### src/rtl/mc_pkg.sv
// Shared definitions for the multi-cycle RV32 subset controller.
// Holds the opcode constants, the ALU operation codes, the operand and
// result select encodings, the controller state enum and the ALU decode
// class used between the FSM and its ALU decoder.
package mc_pkg;

  localparam logic [6:0] OP_LOAD   = 7'b0000011;
  localparam logic [6:0] OP_STORE  = 7'b0100011;
  localparam logic [6:0] OP_RTYPE  = 7'b0110011;
  localparam logic [6:0] OP_ITYPE  = 7'b0010011;
  localparam logic [6:0] OP_BRANCH = 7'b1100011;

  localparam logic [2:0] F3_ADD = 3'b000;
  localparam logic [2:0] F3_AND = 3'b111;
  localparam logic [2:0] F3_BEQ = 3'b000;

  localparam logic [2:0] ALU_ADD = 3'b000;
  localparam logic [2:0] ALU_SUB = 3'b001;
  localparam logic [2:0] ALU_AND = 3'b010;

  localparam logic [1:0] SRC_A_PC    = 2'b00;
  localparam logic [1:0] SRC_A_OLDPC = 2'b01;
  localparam logic [1:0] SRC_A_RS1   = 2'b10;

  localparam logic [1:0] SRC_B_RS2  = 2'b00;
  localparam logic [1:0] SRC_B_IMM  = 2'b01;
  localparam logic [1:0] SRC_B_FOUR = 2'b10;

  localparam logic [1:0] RES_ALUOUT = 2'b00;
  localparam logic [1:0] RES_RDATA  = 2'b01;
  localparam logic [1:0] RES_ALU    = 2'b10;

  typedef enum logic [3:0] {
    S_FETCH,
    S_DECODE,
    S_MEMADR,
    S_MEMREAD,
    S_MEMWB,
    S_MEMWRITE,
    S_EXECR,
    S_EXECI,
    S_ALUWB,
    S_BRANCH,
    S_ILLEGAL
  } state_t;

  // Which decode rule the ALU decoder applies this cycle.
  typedef enum logic [1:0] {
    CLS_ADDR,
    CLS_RTYPE,
    CLS_ITYPE,
    CLS_BRANCH
  } alu_cls_t;

endpackage

### src/rtl/mc_alu_dec.sv
// ALU operation decoder.
// Ports:
//   cls      in  decode class chosen by the controller state
//   funct3   in  instr[14:12]
//   funct7b5 in  instr[30]
//   alu_op   out 3-bit ALU operation
//   legal    out 0 when funct3/funct7b5 is not supported for this class
module mc_alu_dec
  import mc_pkg::*;
(
  input  alu_cls_t   cls,
  input  logic [2:0] funct3,
  input  logic       funct7b5,
  output logic [2:0] alu_op,
  output logic       legal
);

  always_comb begin
    alu_op = ALU_ADD;
    legal  = 1'b1;
    case (cls)
      CLS_RTYPE: begin
        if (funct3 == F3_ADD)      alu_op = funct7b5 ? ALU_SUB : ALU_ADD;
        else if (funct3 == F3_AND) alu_op = ALU_AND;
        else                       legal  = 1'b0;
      end
      CLS_ITYPE: begin
        // Immediate forms have no SUB; funct7b5 is immediate data here.
        if (funct3 == F3_ADD)      alu_op = ALU_ADD;
        else if (funct3 == F3_AND) alu_op = ALU_AND;
        else                       legal  = 1'b0;
      end
      CLS_BRANCH: begin
        alu_op = ALU_SUB;
        legal  = (funct3 == F3_BEQ);
      end
      default: ;
    endcase
  end

endmodule

### src/rtl/mc_control.sv
// Multi-cycle control FSM for the RV32 subset (lw, sw, add, sub, and,
// addi, andi, beq). Sequences fetch/decode/execute/memory/writeback over
// a shared datapath with one unified memory port, counts retired
// instructions and traps unsupported encodings.
// Ports:
//   clk, reset (async, active-high)
//   opcode, funct3, funct7b5  instruction fields from the IR
//   zero                      ALU zero flag
//   mem_ready                 memory finishes the current access
//   pc_write, ir_write, adr_src, mem_write, reg_write   datapath strobes
//   alu_src_a, alu_src_b, result_src, alu_op            datapath selects
//   instr_done                one-cycle retirement pulse
//   illegal                   high while trapped
//   instret                   retired-instruction count (wraps)
module mc_control
  import mc_pkg::*;
#(
  parameter int CNT_W = 32
) (
  input  logic             clk,
  input  logic             reset,
  input  logic [6:0]       opcode,
  input  logic [2:0]       funct3,
  input  logic             funct7b5,
  input  logic             zero,
  input  logic             mem_ready,
  output logic             pc_write,
  output logic             ir_write,
  output logic             adr_src,
  output logic             mem_write,
  output logic             reg_write,
  output logic [1:0]       alu_src_a,
  output logic [1:0]       alu_src_b,
  output logic [1:0]       result_src,
  output logic [2:0]       alu_op,
  output logic             instr_done,
  output logic             illegal,
  output logic [CNT_W-1:0] instret
);

  state_t   state;
  alu_cls_t alu_cls;
  logic     alu_legal;

  always_comb begin
    alu_cls = CLS_ADDR;
    case (state)
      S_EXECR:  alu_cls = CLS_RTYPE;
      S_EXECI:  alu_cls = CLS_ITYPE;
      S_BRANCH: alu_cls = CLS_BRANCH;
      default:  ;
    endcase
  end

  mc_alu_dec u_alu_dec (
    .cls      (alu_cls),
    .funct3   (funct3),
    .funct7b5 (funct7b5),
    .alu_op   (alu_op),
    .legal    (alu_legal)
  );

  always_ff @(posedge clk or posedge reset) begin
    if (reset) begin
      state   <= S_FETCH;
      instret <= '0;
    end else begin
      if (instr_done) instret <= instret + CNT_W'(1);
      case (state)
        S_FETCH:    if (mem_ready) state <= S_DECODE;
        S_DECODE: begin
          case (opcode)
            OP_LOAD, OP_STORE: state <= S_MEMADR;
            OP_RTYPE:          state <= S_EXECR;
            OP_ITYPE:          state <= S_EXECI;
            OP_BRANCH:         state <= S_BRANCH;
            default:           state <= S_ILLEGAL;
          endcase
        end
        S_MEMADR:   state <= (opcode == OP_LOAD) ? S_MEMREAD : S_MEMWRITE;
        S_MEMREAD:  if (mem_ready) state <= S_MEMWB;
        S_MEMWB:    state <= S_FETCH;
        S_MEMWRITE: if (mem_ready) state <= S_FETCH;
        S_EXECR,
        S_EXECI:    state <= alu_legal ? S_ALUWB : S_ILLEGAL;
        S_ALUWB:    state <= S_FETCH;
        S_BRANCH:   state <= alu_legal ? S_FETCH : S_ILLEGAL;
        S_ILLEGAL:  state <= S_ILLEGAL;
        default:    state <= S_FETCH;
      endcase
    end
  end

  // Moore decode; only the strobes named below look at mem_ready/zero.
  always_comb begin
    pc_write   = 1'b0;
    ir_write   = 1'b0;
    adr_src    = 1'b0;
    mem_write  = 1'b0;
    reg_write  = 1'b0;
    alu_src_a  = SRC_A_PC;
    alu_src_b  = SRC_B_RS2;
    result_src = RES_ALUOUT;
    instr_done = 1'b0;
    illegal    = 1'b0;
    case (state)
      S_FETCH: begin
        alu_src_b  = SRC_B_FOUR;
        result_src = RES_ALU;
        ir_write   = mem_ready;
        pc_write   = mem_ready;
      end
      S_DECODE: begin
        // Branch target PC_old + imm parks in ALUOut for BRANCH.
        alu_src_a = SRC_A_OLDPC;
        alu_src_b = SRC_B_IMM;
      end
      S_MEMADR: begin
        alu_src_a = SRC_A_RS1;
        alu_src_b = SRC_B_IMM;
      end
      S_MEMREAD:  adr_src = 1'b1;
      S_MEMWB: begin
        result_src = RES_RDATA;
        reg_write  = 1'b1;
        instr_done = 1'b1;
      end
      S_MEMWRITE: begin
        adr_src    = 1'b1;
        mem_write  = 1'b1;
        instr_done = mem_ready;
      end
      S_EXECR:    alu_src_a = SRC_A_RS1;
      S_EXECI: begin
        alu_src_a = SRC_A_RS1;
        alu_src_b = SRC_B_IMM;
      end
      S_ALUWB: begin
        reg_write  = 1'b1;
        instr_done = 1'b1;
      end
      S_BRANCH: begin
        alu_src_a  = SRC_A_RS1;
        pc_write   = zero & alu_legal;
        instr_done = alu_legal;
      end
      S_ILLEGAL:  illegal = 1'b1;
      default:    ;
    endcase
  end

endmodule

### config.mk
export PLATFORM = sky130hd
export DESIGN_NAME = mc_control
export DESIGN_NICKNAME = d
export VERILOG_FILES = /design/src/rtl/mc_pkg.sv /design/src/rtl/mc_alu_dec.sv /design/src/rtl/mc_control.sv
export SDC_FILE = /design/constraint.sdc
export NUM_CORES = 1
export LEC_CHECK = 0
export CORE_ASPECT_RATIO = 0.75
export CORE_UTILIZATION = 47
export CTS_CLUSTER_SIZE = 10
export DETAILED_ROUTE_END_ITERATION = 12
export GPL_TIMING_DRIVEN = 0
export PLACE_DENSITY = 0.79
export SETUP_SLACK_MARGIN = 0.3
export SLEW_MARGIN = 20
export SYNTH_ARGS = -nofsm -noshare
export SYNTH_HDL_FRONTEND = slang
export SYNTH_SLANG_ARGS = --single-unit
### constraint.sdc
create_clock -name clk -period 5 [get_ports clk]
set_clock_uncertainty 0.05 [all_clocks]
set_input_delay 1 -clock clk [delete_from_list [all_inputs] [get_ports clk]]
set_output_delay 1 -clock clk [all_outputs]
set_load 0.05 [all_outputs]
==> flow_summary.yaml <==
run_status:
  status: "finished clean"
timing:
  slew_headroom_pct: 51.5
  finalHoldViolCount: 0
  fmax_mhz: 231
  rsz0062_at_grt: "no"
  fin_crit_sh_pct: 86.7
  finalMaxSlewViolations: 0
  finalSetupViolCount: 0
  fin_setup_tns_ns: 0
  tightestPinTransition_ns: 0.726
  min_period_ns: 4.34
synthesis:
  syn_nets: 256
  ys_seq_elements: 36
  syn_area_um2: 2190
  syn_inst: 235
  synth_warnings: 0
  yosysUniqueCellTypes: 46
  ys_seq_area_share_pct: 41.1
  postSynthAreaPerCell_um2: 9.32
route:
  totalWireLength_um: 4680
  drc: 0
  routed-via-count: 1889
  vias_per_cell: 5.25
  antenna_left: 0
  drtPass1Iterations: 4
  wl_per_cell_um: 13.0
  drtIter0Drc: 137
clock_network:
  cts_buffers: 5
  clock_latency_ns: 0.28
  clock_path_buffers: 2
  cts.sinks: 36
  clockRootBuffer: "clkbuf_8"
  cts_htree_levels: 2
  clk_pin_slew_ns: 0.07
  cts_tree: "built"
  cts_setup_buffers: 0
cells_and_area:
  nets: 324
  antenna_cells: 0
  area_growth_pct: 34.8
  layout-drive-gt1-share_pct: 7.26
  final_core_util_pct: 66.1
  final_common_cell: "clkdlybuf4s50_1"
  layout_common_cells: "clkdlybuf4s50_1 (60), dfrtp_1 (36), nand2_1 (25), xnor2_1 (21)"
power:
  leakage_uw: 0.00130
  p_comb_share_pct: 59.4
  max-vdd-ir-drop_v: 0.000460
  p_int_uw: 695
  seqPwrFrac_pct: 26.8
  power_switching_uw: 672
  clockPowerShare_pct: 13.8
  switching_share_pct: 49.2
  power_density_nw_per_um2: 463
hold_path:
  hold_path_class: "reg -> reg"
  min_from: "instret[31]$_DFFE_PP0P_"
  min_to: "instret[31]$_DFFE_PP0P_"
  min_path_cells: 1
worst_setup_path:
  rr_worst_depth: 7
  r2r_slack_ns: 2.54
  crit_path_max_fanout: 6
  path_class: "in -> out"
  cp-start-kind: "primary input"
  end_kind: "primary output"
  cp.arrival_ns: 3.29
  reg2reg_to: "state[1]$_DFFE_PP0P_"
  timing.rr.start: "state[1]$_DFFE_PP0P_"
  critPathRequiredTime_ns: 3.95
  startpoint: "funct3[0]"
floorplan:
  core_area_um2: 4470
  die-area_um2: 4940
  placementRows: 21
  die_w_um: 80.8
  fp.dieH_um: 61.1
  io_pins: 63
  initial_core_util_pct: 49.0
placed_design:
  dpl.hpwl_um: 3630
  portBuffers: 61
  gp_congestion: 0.924
global_route:
  grt_pass1_wl_um: 7890
  grt_antenna_before_repair: 0
  grt_pass1_vias: 1668
  grt_usage_pct: 20.8
  grt_start_max_net_pins: 37
  globalRoute.totalOverflow: 0
flow_run:
  drv_cap: 0
Yosys cell counts (all sizes together):
master   instances  share of area [%]
a211oi           3                1.0
o21bai           1               0.34
a41oi            1               0.40
dfrtp           36                 41
a211o            1               0.46
xnor2           21                8.4
a21oi            1               0.23
a21o             2               0.69
nor3b            4                1.9
and4bb           2                1.1
xor2            11                4.4
and3             3               0.86
nor4             6                3.0
nor2b            2               0.57
nand2           26                4.6
nor3            18                4.1
o41ai            1               0.40
a32oi            1               0.40
nand3           13                3.5
nor2            18                3.1
o21ai            8                1.8
o22ai            2               0.57
a31oi            1               0.29
clkbuf           6                1.0
nand4bb          1               0.51
nand3b           1               0.34
inv             11                1.9
mux2i            2               0.91
conb             1               0.17
nand4           11                3.7
and2             2               0.57
a2111oi          1               0.40
buf              4                1.5
o31a             1               0.40
nand2b           4                1.1
and3b            1               0.40
ha               6                3.4
or2              1               0.29
layer usage:
metal  part of all wire [%]  GRT usage (%)  wire length, um  up-vias
met5                      0              0                0        -
met4                   0.43           4.59               20        0
met3                    6.7           5.93              312        4
met2                     43           29.9             1990       63
met1                     50           30.9             2350      870
li1                       -              -                -      952
power by group through the flow:
stage / combinational, uW / sequential (uW) / clock (uW)
after global routing: 868 / 371 / 207
final: 812 / 366 / 188
after floorplan: 513 / 432 / 0
after global placement: 799 / 370 / 0
after detailed placement: 810 / 370 / 0
after CTS: 813 / 366 / 193
worst max-delay path: stages:
cell,delay [ns]
clkdlybuf4s50_1,0.44
nor3_1,0.43
a211o_2,0.28
nand2_2,0.12
inv_1,0.19
clkdlybuf4s50_1,0.83
kinds of logic (layout without fill, tap and decap cells):
logic type,count (synthesis),count (layout),share of synthesized area [%]
compound gates,24,24,7.42
xor+xnor,32,32,12.8
fa+ha+maj,6,6,3.43
buf+inv,21,89,4.45
flops,36,36,41.1
mux,2,2,0.914
other cells,1,1,0.171
simple gates,113,113,29.7
metrics by stage:
stage,instance area [um2],setup slack (ns),total power [uW],instances,hold WS (ns)
2_1_floorplan,2190,0.980,945,235,0.675
3_3_place_gp,2870,0.602,1170,353,0.408
3_5_place_dp,2870,0.591,1180,353,0.414
4_1_cts,2950,0.443,1370,360,0.423
5_1_grt,2950,0.529,1450,360,0.458
6_report,2950,0.664,1370,360,0.424
state kept, by name, summed over array words and instances (netlist names):
register	cells
instret	32
state	4
cell type report:
type	instances	area [um2]
well taps	57	71.3
clock inverters	1	5.00
fillers	375	1510
inverters	11	41.3
multi-input cells	178	1190
flip-flops and latches	36	901
repair buffers	61	613
plain buffers	10	56.3
clock buffers	6	72.6
worst max path at each step:
stage / slack (ns) / endpoint
detailed placement: 0.59 / pc_write
finish: 0.66 / instr_done
global placement: 0.60 / pc_write
global route: 0.53 / instr_done
CTS: 0.44 / pc_write
floorplan: 0.98 / ir_write
what timing repair did:
item / 4_1_cts / 5_1_grt
setup endpoints to repair: 0 / 1
endpoints found under the hold margin: 0 / 0
hold buffers: 0 / 0
resized for setup: 0 / 1
(Power assumes the default switching activity.)
